## config.mk

```make
export PLATFORM = sky130hd
export DESIGN_NAME = mem_access_stage_flat
export DESIGN_NICKNAME = d
export VERILOG_FILES = /design/src/rtl/mem_access_stage_if.sv /design/src/rtl/mem_access_stage.sv /design/src/flat_wrapper.sv
export SDC_FILE = /design/constraint.sdc
export NUM_CORES = 1
export LEC_CHECK = 0
export ABC_AREA = 1
export CAP_MARGIN = 20
export CORE_AREA = 2 2 115 117
export CTS_CLUSTER_SIZE = 10
export DETAILED_ROUTE_END_ITERATION = 7
export DIE_AREA = 0 0 117 119
export PLACE_DENSITY = 0.8
export SYNTH_ARGS = -nofsm -noshare
export SYNTH_HDL_FRONTEND = slang
export SYNTH_SLANG_ARGS = --single-unit
```

## constraint.sdc

```tcl
create_clock -name clk -period 4.05 [get_ports clk]
set_clock_uncertainty 0.15 [all_clocks]
set_input_delay 0.405 -clock clk [delete_from_list [all_inputs] [get_ports clk]]
set_output_delay 0.405 -clock clk [all_outputs]
set_load 0.01 [all_outputs]
```

## src/rtl/mem_access_stage_if.sv

```systemverilog
// Data-memory request/acknowledge bus between the MEM stage and the
// data-side AXI master wrapper.
//   dm_req   : request, held high until dm_ack
//   dm_we    : 1 = write, 0 = read
//   dm_addr  : byte address
//   dm_wstrb : byte write strobes (all zero on reads)
//   dm_wdata : write data
//   dm_ack   : transfer complete (read data valid / write response seen)
//   dm_rdata : read data, valid with dm_ack
// master = pipeline side (mem_access_stage), slave = bus wrapper side.
interface mem_access_stage_if #(
  parameter int DATA_W = 32
);
  logic              dm_req;
  logic              dm_we;
  logic [DATA_W-1:0] dm_addr;
  logic [3:0]        dm_wstrb;
  logic [DATA_W-1:0] dm_wdata;
  logic              dm_ack;
  logic [DATA_W-1:0] dm_rdata;

  modport master (
    output dm_req, dm_we, dm_addr, dm_wstrb, dm_wdata,
    input  dm_ack, dm_rdata
  );

  modport slave (
    input  dm_req, dm_we, dm_addr, dm_wstrb, dm_wdata,
    output dm_ack, dm_rdata
  );
endinterface

```

## src/rtl/mem_access_stage.sv

```systemverilog
// MEM stage of the 5-stage RV32 pipeline.
// Converts the registered load/store control from EX/MEM into one
// request/acknowledge transaction on the data-memory bus, stalls the front
// of the pipeline until the transfer completes, and hands aligned,
// sign-extended load data to MEM/WB.
// Ports:
//   clk, rst         : clock, asynchronous active-high reset
//   result_in        : ALU result, used as the memory address
//   data2_in         : store data
//   rd_in, wb_*_in   : writeback control, passed straight through
//   mem_memread_in   : load,  mem_memwrite_in : store (store wins if both)
//   ls_word_in       : 1 = word access, 0 = byte access
//   dm               : data-memory bus (master side)
//   stall            : freezes PC, IF/ID, ID/EX and EX/MEM
//   mem_rdata_out    : extended load data to MEM/WB
//   result_out, rd_out, wb_*_out : pass-throughs
module mem_access_stage #(
  parameter int DATA_W = 32,
  parameter int REG_AW = 5
) (
  input  logic              clk,
  input  logic              rst,
  input  logic [DATA_W-1:0] result_in,
  input  logic [DATA_W-1:0] data2_in,
  input  logic [REG_AW-1:0] rd_in,
  input  logic              wb_memtoreg_in,
  input  logic              wb_regwrite_in,
  input  logic              mem_memread_in,
  input  logic              mem_memwrite_in,
  input  logic              ls_word_in,
  mem_access_stage_if.master dm,
  output logic              stall,
  output logic [DATA_W-1:0] mem_rdata_out,
  output logic [DATA_W-1:0] result_out,
  output logic [REG_AW-1:0] rd_out,
  output logic              wb_memtoreg_out,
  output logic              wb_regwrite_out
);

  typedef enum logic [1:0] {IDLE, BUSY, DONE} state_t;

  state_t            state_q, state_d;
  logic [DATA_W-1:0] addr_q, addr_d;
  logic              we_q, we_d;
  logic              word_q, word_d;
  logic [3:0]        wstrb_q, wstrb_d;
  logic [DATA_W-1:0] wdata_q, wdata_d;
  logic [DATA_W-1:0] mem_rdata_q, mem_rdata_d;

  logic              access;
  logic [DATA_W-1:0] lane_shifted;
  logic [DATA_W-1:0] load_ext;

  assign access = mem_memread_in | mem_memwrite_in;

  // Byte loads pick the lane addressed by the latched low address bits.
  assign lane_shifted = dm.dm_rdata >> {addr_q[1:0], 3'b000};
  assign load_ext     = word_q ? dm.dm_rdata
                               : {{(DATA_W-8){lane_shifted[7]}}, lane_shifted[7:0]};

  // State and access-field registers.
  always_ff @(posedge clk or posedge rst) begin
    if (rst) begin
      state_q     <= IDLE;
      addr_q      <= '0;
      we_q        <= 1'b0;
      word_q      <= 1'b0;
      wstrb_q     <= '0;
      wdata_q     <= '0;
      mem_rdata_q <= '0;
    end else begin
      state_q     <= state_d;
      addr_q      <= addr_d;
      we_q        <= we_d;
      word_q      <= word_d;
      wstrb_q     <= wstrb_d;
      wdata_q     <= wdata_d;
      mem_rdata_q <= mem_rdata_d;
    end
  end

  // Next-state and latch logic.
  always_comb begin
    state_d     = state_q;
    addr_d      = addr_q;
    we_d        = we_q;
    word_d      = word_q;
    wstrb_d     = wstrb_q;
    wdata_d     = wdata_q;
    mem_rdata_d = mem_rdata_q;
    unique case (state_q)
      IDLE: begin
        if (access) begin
          state_d = BUSY;
          we_d    = mem_memwrite_in;
          word_d  = ls_word_in;
          if (ls_word_in) begin
            addr_d  = {result_in[DATA_W-1:2], 2'b00};
            wstrb_d = 4'b1111;
            wdata_d = data2_in;
          end else begin
            addr_d  = result_in;
            wstrb_d = 4'b0001 << result_in[1:0];
            wdata_d = {(DATA_W/8){data2_in[7:0]}};
          end
          // Reads never assert byte strobes.
          if (!mem_memwrite_in) begin
            wstrb_d = 4'b0000;
          end
        end
      end
      BUSY: begin
        if (dm.dm_ack) begin
          state_d = DONE;
          if (!we_q) begin
            mem_rdata_d = load_ext;
          end
        end
      end
      DONE:    state_d = IDLE;
      default: state_d = IDLE;
    endcase
  end

  // Outputs. Stall is qualified by rst so that a reset mid-access releases
  // the pipeline in the same cycle even while EX/MEM still shows an access.
  always_comb begin
    stall     = 1'b0;
    dm.dm_req = 1'b0;
    unique case (state_q)
      IDLE:    stall = access;
      BUSY: begin
        stall     = 1'b1;
        dm.dm_req = 1'b1;
      end
      DONE:    stall = 1'b0;
      default: stall = 1'b0;
    endcase
    if (rst) begin
      stall = 1'b0;
    end
  end

  assign dm.dm_we    = we_q;
  assign dm.dm_addr  = addr_q;
  assign dm.dm_wstrb = wstrb_q;
  assign dm.dm_wdata = wdata_q;

  assign mem_rdata_out   = mem_rdata_q;
  assign result_out      = result_in;
  assign rd_out          = rd_in;
  assign wb_memtoreg_out = wb_memtoreg_in;
  assign wb_regwrite_out = wb_regwrite_in;

endmodule
```

## src/flat_wrapper.sv

```systemverilog
// flat-port wrapper written by rule: the top's interface ports become plain ports
module mem_access_stage_flat 
#(
  parameter int DATA_W = 32,
  parameter int REG_AW = 5
)
  (clk, rst, result_in, data2_in, rd_in, wb_memtoreg_in, wb_regwrite_in, mem_memread_in, mem_memwrite_in, ls_word_in, stall, mem_rdata_out, result_out, rd_out, wb_memtoreg_out, wb_regwrite_out, dm_dm_req, dm_dm_we, dm_dm_addr, dm_dm_wstrb, dm_dm_wdata, dm_dm_ack, dm_dm_rdata);
  mem_access_stage_if #(.DATA_W(DATA_W)) dm_i ();
  input  logic clk;
  input  logic rst;
  input  logic [DATA_W-1:0] result_in;
  input  logic [DATA_W-1:0] data2_in;
  input  logic [REG_AW-1:0] rd_in;
  input  logic wb_memtoreg_in;
  input  logic wb_regwrite_in;
  input  logic mem_memread_in;
  input  logic mem_memwrite_in;
  input  logic ls_word_in;
  output logic stall;
  output logic [DATA_W-1:0] mem_rdata_out;
  output logic [DATA_W-1:0] result_out;
  output logic [REG_AW-1:0] rd_out;
  output logic wb_memtoreg_out;
  output logic wb_regwrite_out;
  output wire logic [$bits(dm_i.dm_req)-1:0] dm_dm_req;
  output wire logic [$bits(dm_i.dm_we)-1:0] dm_dm_we;
  output wire logic [$bits(dm_i.dm_addr)-1:0] dm_dm_addr;
  output wire logic [$bits(dm_i.dm_wstrb)-1:0] dm_dm_wstrb;
  output wire logic [$bits(dm_i.dm_wdata)-1:0] dm_dm_wdata;
  input wire logic [$bits(dm_i.dm_ack)-1:0] dm_dm_ack;
  input wire logic [$bits(dm_i.dm_rdata)-1:0] dm_dm_rdata;
  assign dm_dm_req = dm_i.dm_req;
  assign dm_dm_we = dm_i.dm_we;
  assign dm_dm_addr = dm_i.dm_addr;
  assign dm_dm_wstrb = dm_i.dm_wstrb;
  assign dm_dm_wdata = dm_i.dm_wdata;
  assign dm_i.dm_ack = dm_dm_ack;
  assign dm_i.dm_rdata = dm_dm_rdata;
  mem_access_stage #(.DATA_W(DATA_W), .REG_AW(REG_AW)) u_core (.clk(clk), .rst(rst), .result_in(result_in), .data2_in(data2_in), .rd_in(rd_in), .wb_memtoreg_in(wb_memtoreg_in), .wb_regwrite_in(wb_regwrite_in), .mem_memread_in(mem_memread_in), .mem_memwrite_in(mem_memwrite_in), .ls_word_in(ls_word_in), .dm(dm_i), .stall(stall), .mem_rdata_out(mem_rdata_out), .result_out(result_out), .rd_out(rd_out), .wb_memtoreg_out(wb_memtoreg_out), .wb_regwrite_out(wb_regwrite_out));
endmodule
```

==> results of run 1 <==
path summary, 6_finish.rpt:
check	startpoint	endpoint	slack, ps	cells past startpoint
worst max-delay path	mem_memwrite_in	stall	1660	6
worst min-delay path	u_core.dm.dm_wdata[4]	u_core.dm.dm_wdata[4]	320	2
worst max register to register	u_core.state_q[0]	u_core.dm.dm_wdata[18]	2030	8
worst min register to register	u_core.dm.dm_wdata[4]	u_core.dm.dm_wdata[4]	320	2
max in group asynchronous	rst	u_core.dm.dm_wdata[28]	2640	3
min in group asynchronous	rst	u_core.state_q[0]	400	2
layout make-up:
type | count | area, um2
Multi-Input combinational cell | 397 | 1700
Clock inverter | 4 | 51.3
Tap cell | 176 | 220
Clock buffer | 12 | 267
Fill cell | 1159 | 5470
Sequential cell | 104 | 2600
Inverter | 43 | 166
Timing Repair Buffer | 240 | 2400
kinds of logic after synthesis:
logic type	after synthesis	synth area share, %
buf+inv	112	13.6
flops	104	52.3
compound gates	40	4.60
simple gates	357	29.5
flip-flops by register name (all words and copies together) (netlist names):
register              count
u_core.dm.dm_addr        32
u_core.dm.dm_wstrb        4
u_core.dm.dm_we           1
u_core.mem_rdata_out     32
u_core.state_q            2
u_core.dm.dm_wdata       32
u_core.word_q             1
Yosys cell counts:
| cell type | instances |
|---|---|
| nand2_2 | 4 |
| nor2_2 | 4 |
| buf_4 | 43 |
| a21oi_1 | 26 |
| inv_4 | 1 |
| buf_1 | 3 |
| dfrtp_1 | 104 |
| o21ai_0 | 7 |
| buf_6 | 10 |
| nor2_4 | 2 |
| a21oi_4 | 1 |
| o21bai_1 | 1 |
| nand3_1 | 43 |
| nand2_1 | 234 |
| nand4_1 | 6 |
| clkbuf_1 | 1 |
| buf_2 | 12 |
| nor2_8 | 1 |
| nor2_1 | 62 |
| a21oi_2 | 4 |
| o21ai_1 | 1 |
| inv_1 | 37 |
| nand2_4 | 1 |
| inv_2 | 5 |
cells in the final DEF (no fill, tap or decap):
| cell type | count |
|---|---|
| clkdlybuf4s50_1 | 236 |
| clkinvlp_4 | 1 |
| nand4_1 | 6 |
| nand3_1 | 43 |
| o21bai_1 | 1 |
| nor2_4 | 2 |
| clkinv_4 | 1 |
| nor2_2 | 4 |
| dfrtp_1 | 104 |
| clkbuf_8 | 3 |
| clkinv_2 | 1 |
| buf_12 | 1 |
| nor2_1 | 62 |
| nand2_4 | 1 |
| o21ai_0 | 7 |
| a21oi_1 | 26 |
| nor2_8 | 1 |
| a21oi_4 | 1 |
| o21ai_1 | 1 |
| nand2_1 | 234 |
| bufinv_16 | 1 |
| inv_4 | 2 |
| buf_4 | 3 |
| a21oi_2 | 4 |
| inv_2 | 5 |
| clkbuf_16 | 9 |
| nand2_2 | 4 |
| inv_1 | 36 |
through the flow:
step	hold WS (ps)	setup WS [ps]	instance area, um2	instances	power, W
final	320	1660	7410	976	0.00550
after global routing	336	1580	7410	976	0.00588
after CTS	324	1630	7410	976	0.00557
after detailed placement	307	1450	7090	960	0.00463
after global placement	303	1460	7090	960	0.00457
after floorplan	348	763	4970	613	0.00329
per-layer routing:
metal	up-vias	GRT usage [%]
met5	-	0
met3	24	6.46
li1	2207	-
met1	2080	25.1
met2	203	32.6
met4	0	8.16
critical path, stage by stage:
cell,delay (ps)
clkdlybuf4s50_1,500
nor2_2,80
nor2_8,120
inv_4,30
a21oi_1,120
clkdlybuf4s50_1,570
power by group through the flow:
stage | clock network [W] | logic (W) | registers, W
detailed placement | 0 | 0.00272 | 0.00191
CTS | 0.000942 | 0.00272 | 0.00190
floorplan | 0 | 0.00123 | 0.00206
global route | 0.000976 | 0.00295 | 0.00196
finish | 0.000921 | 0.00268 | 0.00190
global placement | 0 | 0.00267 | 0.00190
==> results.cfg, run 1 <==
[floorplanning]
die-area_mm2 = 0.0139
start_util_pct = 38.6
die_x_um = 117
num_io_pins = 251
die_y_um = 119
num_rows = 42
design.core.area_mm2 = 0.0129

[placed_design]
port-buffer-count = 236
gp_congestion = 0.874
dpl.hpwl_um = 10200

[outcome]
status = finished clean

[power_and_ir_drop]
p_sw_share_pct = 37.9
pwr-share-seq_pct = 34.6
power_frac_comb_pct = 48.7
clkPwrFrac_pct = 16.8
cellPowerDensity_mw_per_mm2 = 742
p_leak_nw = 3.59
vdd_ir_drop_max_uv = 371
switching_power_w = 0.00208
intPower_w = 0.00342

[synth]
ys_ff_latch = 104
synthCells = 613
synth_area_leader_cell = dfrtp_1
synth_nets = 722
avgSynthCellArea_um2 = 8.11
synth_area_mm2 = 0.00497
yosys_warnings = 0
seq_area_frac_synth_pct = 52.3
yosysUniqueCellTypes = 24
yosys.area.top_type_share_pct = 52.3
ys_top_cells_by_area = dfrtp_1, nand2_1, buf_4, nor2_1, nand3_1

[routing]
antenna_left = 0
met1_length_um = 5760
met3_length_um = 1400
dr_wl_met2_um = 6720
totalWireLength_um = 14200
drc = 0
viasPerCell = 4.63
avgRoutedWirePerCell_um = 14.6
top_layer = met4
dr.pass1.iters = 4
drtIter0Drc = 301
vias = 4514

[timing]
final-max-slew-violation-count = 0
post-route-period-util_pct = 59.0
rsz0062_at_grt = false
setup-tns-final_ps = 0
relSlewSlack_pct = 41.0
hold_viol = 0
setup_violations = 0
worst_pin_slew_ps = 885
fin_crit_ps = 2390
max_clock_freq_mhz = 419

[clock_tree]
cts_tree = built
worst_skew_pair.late_latency_ps = 340
cts-resized-gates = 0
clk_pin_slew_ps = 70
cts.path.max_buffers = 2
root_buffer = clkbuf_16
numClockSinks = 104
cts_buffers = 9
htree_levels = 3
post-cts-setup-buffers = 0
cts_hold_buf = 0

[global_routing]
grt.overflow.total = 0
grt_max_degree = 69
grt_util_all_layers_pct = 20.3
grt_first_pass_wirelength_um = 22000
grt_pass1_vias = 4425
antenna_found_initial = 0

[critical_path]
start_kind = input pin
required_ps = 3490
criticalPathCategory = in -> out
crit_path_end_kind = output pin
path_max_fanout = 2
crit_arrival_ps = 1830

[flow_run]
drv_cap = 0

[final_layout]
areaGrowthSynthToFinish_pct = 49.0
drive_gt1_share_pct = 5.50
nets = 904
antenna_cells = 0
final_util_pct = 57.5

[min_path]
hp-class = reg -> reg
Note: power is estimated with default switching activity, not from simulation.
==> run 2, diff against run 1 <==
==> constraint.sdc (replaced) <==
create_clock -name clk -period 2.44 [get_ports clk]
set_clock_uncertainty 0.15 [all_clocks]
set_input_delay 0.244 -clock clk [delete_from_list [all_inputs] [get_ports clk]]
set_output_delay 0.244 -clock clk [all_outputs]
set_load 0.01 [all_outputs]
==> run 2 against run 1 <==
Worst setup slack got worse by 1300 ps. Hold slack got worse by 280 ps. Design area rose by 0.59%. Sequential power rose by 62%. Critical path depth did not move. Die area did not move. Wire length rose by 0.50%. Count of clock-buffer cells in the layout did not move. Critical endpoint unchanged. Highest routed layer unchanged.
==> results.cfg, run 2 (synthesis gave the netlist of run 1 again) <==
[flow_run]
drv_cap = 0

[final_layout]
drive_gt1_share_pct = 5.84
final_cell_mix = clkdlybuf4s50_1, nand2_1, dfrtp_1
areaGrowthSynthToFinish_pct = 49.8
stdcell_count = 981
nets = 909
final_area_mm2 = 0.00745
layout_commonest_cell = clkdlybuf4s50_1
antenna_cells = 0

[critical_path]
start_kind = flip-flop
crit_path_end_kind = output pin
crit_slowest_cell = clkdlybuf4s50_1
criticalPathCategory = reg -> out
path_max_fanout = 3
path_buf_inv = 3
max_stage_delay_ps = 560
crit_arrival_ps = 1710
required_ps = 2050
crit_family = buffers and inverters
path_cells = inv_2 > nand2_2 > nor2_8 > inv_4 > a21oi_1 > clkdlybuf4s50_1

[timing]
worst_pin_slew_ps = 590
post-route-period-util_pct = 86.4
max_clock_freq_mhz = 474
rsz0062_at_grt = false
hold_viol = 0
final-max-slew-violation-count = 0
fin_crit_ps = 2110
setup_violations = 0
setup-tns-final_ps = 0
relSlewSlack_pct = 60.7

[global_routing]
grt_util_all_layers_pct = 20.9
grt_first_pass_wirelength_um = 22500
grt_max_degree = 99
antenna_found_initial = 0
grt_pass1_vias = 4400
grt.overflow.total = 0

[clock_tree]
cts.path.max_buffers = 2
cts_tree = built
root_buffer = clkbuf_16
cts-resized-gates = 0
post-cts-setup-buffers = 0
cts_hold_buf = 0
htree_levels = 3
cts_buffers = 9
clk_pin_slew_ps = 70
worst_skew_pair.late_latency_ps = 350
numClockSinks = 104

[floorplanning]
design.core.area_mm2 = 0.0129
die-area_mm2 = 0.0139
die_y_um = 119
num_io_pins = 251
num_rows = 42
die_x_um = 117
start_util_pct = 38.6

[placed_design]
gp_congestion = 0.812
dpl_cell_area_mm2 = 0.00713
dpl.hpwl_um = 10300
port-buffer-count = 236
place_inst = 965

[power_and_ir_drop]
vdd_ir_drop_max_uv = 557
cellPowerDensity_mw_per_mm2 = 1240
total_power_w = 0.00926
p_leak_nw = 3.61

[routing]
dr.pass1.iters = 4
drc = 0
antenna_left = 0
avgRoutedWirePerCell_um = 14.5
vias = 4506
totalWireLength_um = 14300
viasPerCell = 4.59
drtIter0Drc = 332

[outcome]
status = finished clean

[min_path]
hp-class = in -> async
==> run 2: changes by cell type in the layout (fill, tap and decap cells not counted) <==
cell        delta
buf_4          +5
clkbuf_1       +2
clkbuf_8       -2
bufinv_16      +1
clkinv_2       -1
clkinv_4       -1
clkinvlp_4     +1
inv_4          -1
inv_6          +1
==> run 2: layer usage <==
| layer | vias up | GRT usage, % | wire [um] |
|---|---|---|---|
| met3 | 25 | 6.31 | 1370 |
| met5 | - | 0 | 0 |
| met2 | 191 | 34.3 | 6840 |
| met4 | 0 | 8.46 | 338 |
| li1 | 2225 | - | - |
| met1 | 2065 | 25.5 | 5720 |
==> run 2: final cells by class <==
| class | count | area [um2] |
|---|---|---|
| Fill cell | 1144 | 5420 |
| Sequential cell | 104 | 2600 |
| Timing Repair Buffer | 245 | 2440 |
| Multi-Input combinational cell | 397 | 1700 |
| Clock buffer | 12 | 246 |
| Tap cell | 176 | 220 |
| Inverter | 43 | 168 |
| Clock inverter | 4 | 76.3 |
==> run 2: report_power, final <==
part	leakage [nW]	switching, W	internal (W)
Sequential	1.26	0.000503	0.00257
Combinational	2.20	0.00234	0.00226
Clock	0.153	0.000655	0.000933
Total	3.61	0.00349	0.00577
==> run 2: through the flow <==
stage	hold slack (ps)	setup slack, ps	util [%]
after floorplan	187	800	-
after global placement	303	333	55.4
after detailed placement	307	273	55.4
after CTS	30.4	294	57.9
after global routing	42.8	226	57.9
final	39.5	331	57.9
==> run 2: path summary, 6_finish.rpt <==
path / to / startpoint / depth (start not counted) / slack [ps]
worst max-delay path: stall / u_core.state_q[0] / 6 / 330
worst min-delay path: u_core.dm.dm_addr[25] / rst / 2 / 40
worst max register to register: u_core.dm.dm_wdata[13] / u_core.state_q[0] / 8 / 630
worst min register to register: u_core.dm.dm_addr[18] / u_core.dm.dm_addr[18] / 2 / 320
max in group asynchronous: u_core.dm.dm_addr[14] / rst / 3 / 1310
min in group clk: u_core.dm.dm_wdata[19] / data2_in[19] / 3 / 290
==> run 2: worst register-to-register path, stage by stage (launching register included) <==
cell and delay, ps:
dfrtp_1 400, inv_2 60, nand2_2 90, nor2_8 110, inv_4 40, buf_4 190, nor2_4 460, nand2_1 130
nand3_1 110
==> run 3, diff against run 2 <==
--- a/config.mk
+++ b/config.mk
@@ -12,6 +12,7 @@
 export DETAILED_ROUTE_END_ITERATION = 7
 export DIE_AREA = 0 0 117 119
 export PLACE_DENSITY = 0.8
+export SETUP_SLACK_MARGIN = 0.3
 export SYNTH_ARGS = -nofsm -noshare
 export SYNTH_HDL_FRONTEND = slang
 export SYNTH_SLANG_ARGS = --single-unit
==> run 3 against run 2 <==
Sequential cell count is the same. Design area is essentially flat. Worst setup slack gained 120 ps. Combinational power is essentially flat. Die area is the same. Count of clock-buffer cells in the layout is the same. Maximum frequency grew 6.0%. Non-clock buffer count is the same. Critical path type unchanged.
==> results.cfg, run 3 (synthesis gave the netlist of run 1 again) <==
[critical_path]
path_cells = clkdlybuf4s50_1
crit_family = buffers and inverters
worstReg2RegEnd = u_core.dm.dm_wdata[13]
rrSetupSlack_ps = 630
path_buf_inv = 1
required_ps = 2050
crit_path_end_kind = output pin
path_max_fanout = 11
criticalPathCategory = reg -> out
crit_start = u_core.dm.dm_addr[1]
max_stage_delay_ps = 650
crit_slowest_cell = clkdlybuf4s50_1
reg2reg_from = u_core.state_q[0]
crit_arrival_ps = 1600
worstSetupEndpoint = dm_dm_addr[1]
rr_worst_depth = 8
cp.depth = 1
start_kind = flip-flop

[timing]
relSlewSlack_pct = 60.7
setup-tns-final_ps = 0
final-max-slew-violation-count = 0
setup_violations = 0
hold_viol = 0
rsz0062_at_grt = false
holdWs_ps = 39.5
fin_crit_ps = 1990
post-route-period-util_pct = 81.5
max_clock_freq_mhz = 503
worst_pin_slew_ps = 590

[clock_tree]
post-cts-setup-buffers = 0
cts_buffers = 9
worst_skew_pair.late_latency_ps = 350
clk_pin_slew_ps = 70
cts.path.max_buffers = 2
numClockSinks = 104
cts_tree = built
root_buffer = clkbuf_16
htree_levels = 3

[floorplanning]
die-area_mm2 = 0.0139
design.core.area_mm2 = 0.0129
num_rows = 42
die_x_um = 117
die_y_um = 119
start_util_pct = 38.6
num_io_pins = 251

[routing]
drtIter0Drc = 332
totalWireLength_um = 14300
viasPerCell = 4.59
antenna_left = 0
dr.pass1.iters = 4
drc = 0
vias = 4506
avgRoutedWirePerCell_um = 14.5

[outcome]
status = finished clean

[power_and_ir_drop]
cellPowerDensity_mw_per_mm2 = 1240
p_sw_share_pct = 37.7
switching_power_w = 0.00349
p_leak_nw = 3.61
clkPwrFrac_pct = 17.2
vdd_ir_drop_max_uv = 557
total_power_w = 0.00926
power_frac_comb_pct = 49.6
pwr-share-seq_pct = 33.2
intPower_w = 0.00576

[final_layout]
areaGrowthSynthToFinish_pct = 49.8
final_cell_mix = clkdlybuf4s50_1, nand2_1, dfrtp_1
layout_commonest_cell = clkdlybuf4s50_1
drive_gt1_share_pct = 5.84
final_util_pct = 57.9
nets = 909
seq_area_mm2 = 0.00260
fillers = 1145
multi_input_area_mm2 = 0.00170
antenna_cells = 0

[global_routing]
grt_pass1_vias = 4400
grt_max_degree = 99
grt_use_met1_pct = 25.5
grt_first_pass_wirelength_um = 22500
grt_util_all_layers_pct = 20.9
grt.overflow.total = 0
grtUsageMet2_pct = 34.3
antenna_found_initial = 0
use_met3_pct = 6.31
top_usage_layer = met2

[min_path]
hp-class = in -> async

[placed_design]
dpl.hpwl_um = 10300
port-buffer-count = 236
gp_congestion = 0.812

[flow_run]
drv_cap = 0
[run 3: worst min-delay path by stage]
| stage | startpoint | to | slack (ps) |
|---|---|---|---|
| 2_1_floorplan | dm_dm_ack | u_core.state_q[0] | 190 |
| 3_3_place_gp | u_core.dm.dm_addr[15] | u_core.dm.dm_addr[15] | 300 |
| 3_5_place_dp | u_core.dm.dm_addr[18] | u_core.dm.dm_addr[18] | 310 |
| 4_1_cts | rst | u_core.dm.dm_addr[30] | 30 |
| 5_1_grt | rst | u_core.dm.dm_addr[25] | 40 |
| 6_report | rst | u_core.dm.dm_addr[25] | 40 |
[run 3: power by group through the flow]
stage | registers (W) | logic (W) | clock network [W]
after floorplan | 0.00341 | 0.00205 | 0
after global placement | 0.00308 | 0.00456 | 0
final | 0.00307 | 0.00459 | 0.00159
after detailed placement | 0.00309 | 0.00464 | 0
after CTS | 0.00308 | 0.00466 | 0.00162
after global routing | 0.00318 | 0.00506 | 0.00169
[run 3: worst reg2reg max path, delay by kind of cell, from the launching register on]
kind                   cells  cell delay, ps
AND/OR/NAND/NOR            5             900
flip-flops                 1             400
buffers and inverters      3             290
[run 3: layer usage]
| metal | vias up | share of wire [%] |
|---|---|---|
| met5 | - | 0 |
| met4 | 0 | 2.4 |
| met3 | 25 | 9.6 |
| met2 | 191 | 48 |
| met1 | 2065 | 40 |
| li1 | 2225 | - |
[run 3: repair_timing]
action | CTS | global route
hold buffers | 0 | 0
resized for setup | 1 | 0
endpoints found under the setup margin | 1 | 0
[run 3: cell type report]
type | instances | share of cell area, %
clock inverters | 4 | 1.02
clock buffers | 12 | 3.31
well taps | 176 | 2.96
repair buffers | 245 | 32.8
flip-flops and latches | 104 | 34.9
multi-input cells | 397 | 22.8
inverters | 43 | 2.25
[run 3: stage by stage]
stage	instance area, um2	cells	setup slack (ps)
6_report	7450	981	451
5_1_grt	7450	981	355
4_1_cts	7450	981	411
3_5_place_dp	7130	965	273
3_3_place_gp	7130	965	333
2_1_floorplan	4980	613	800
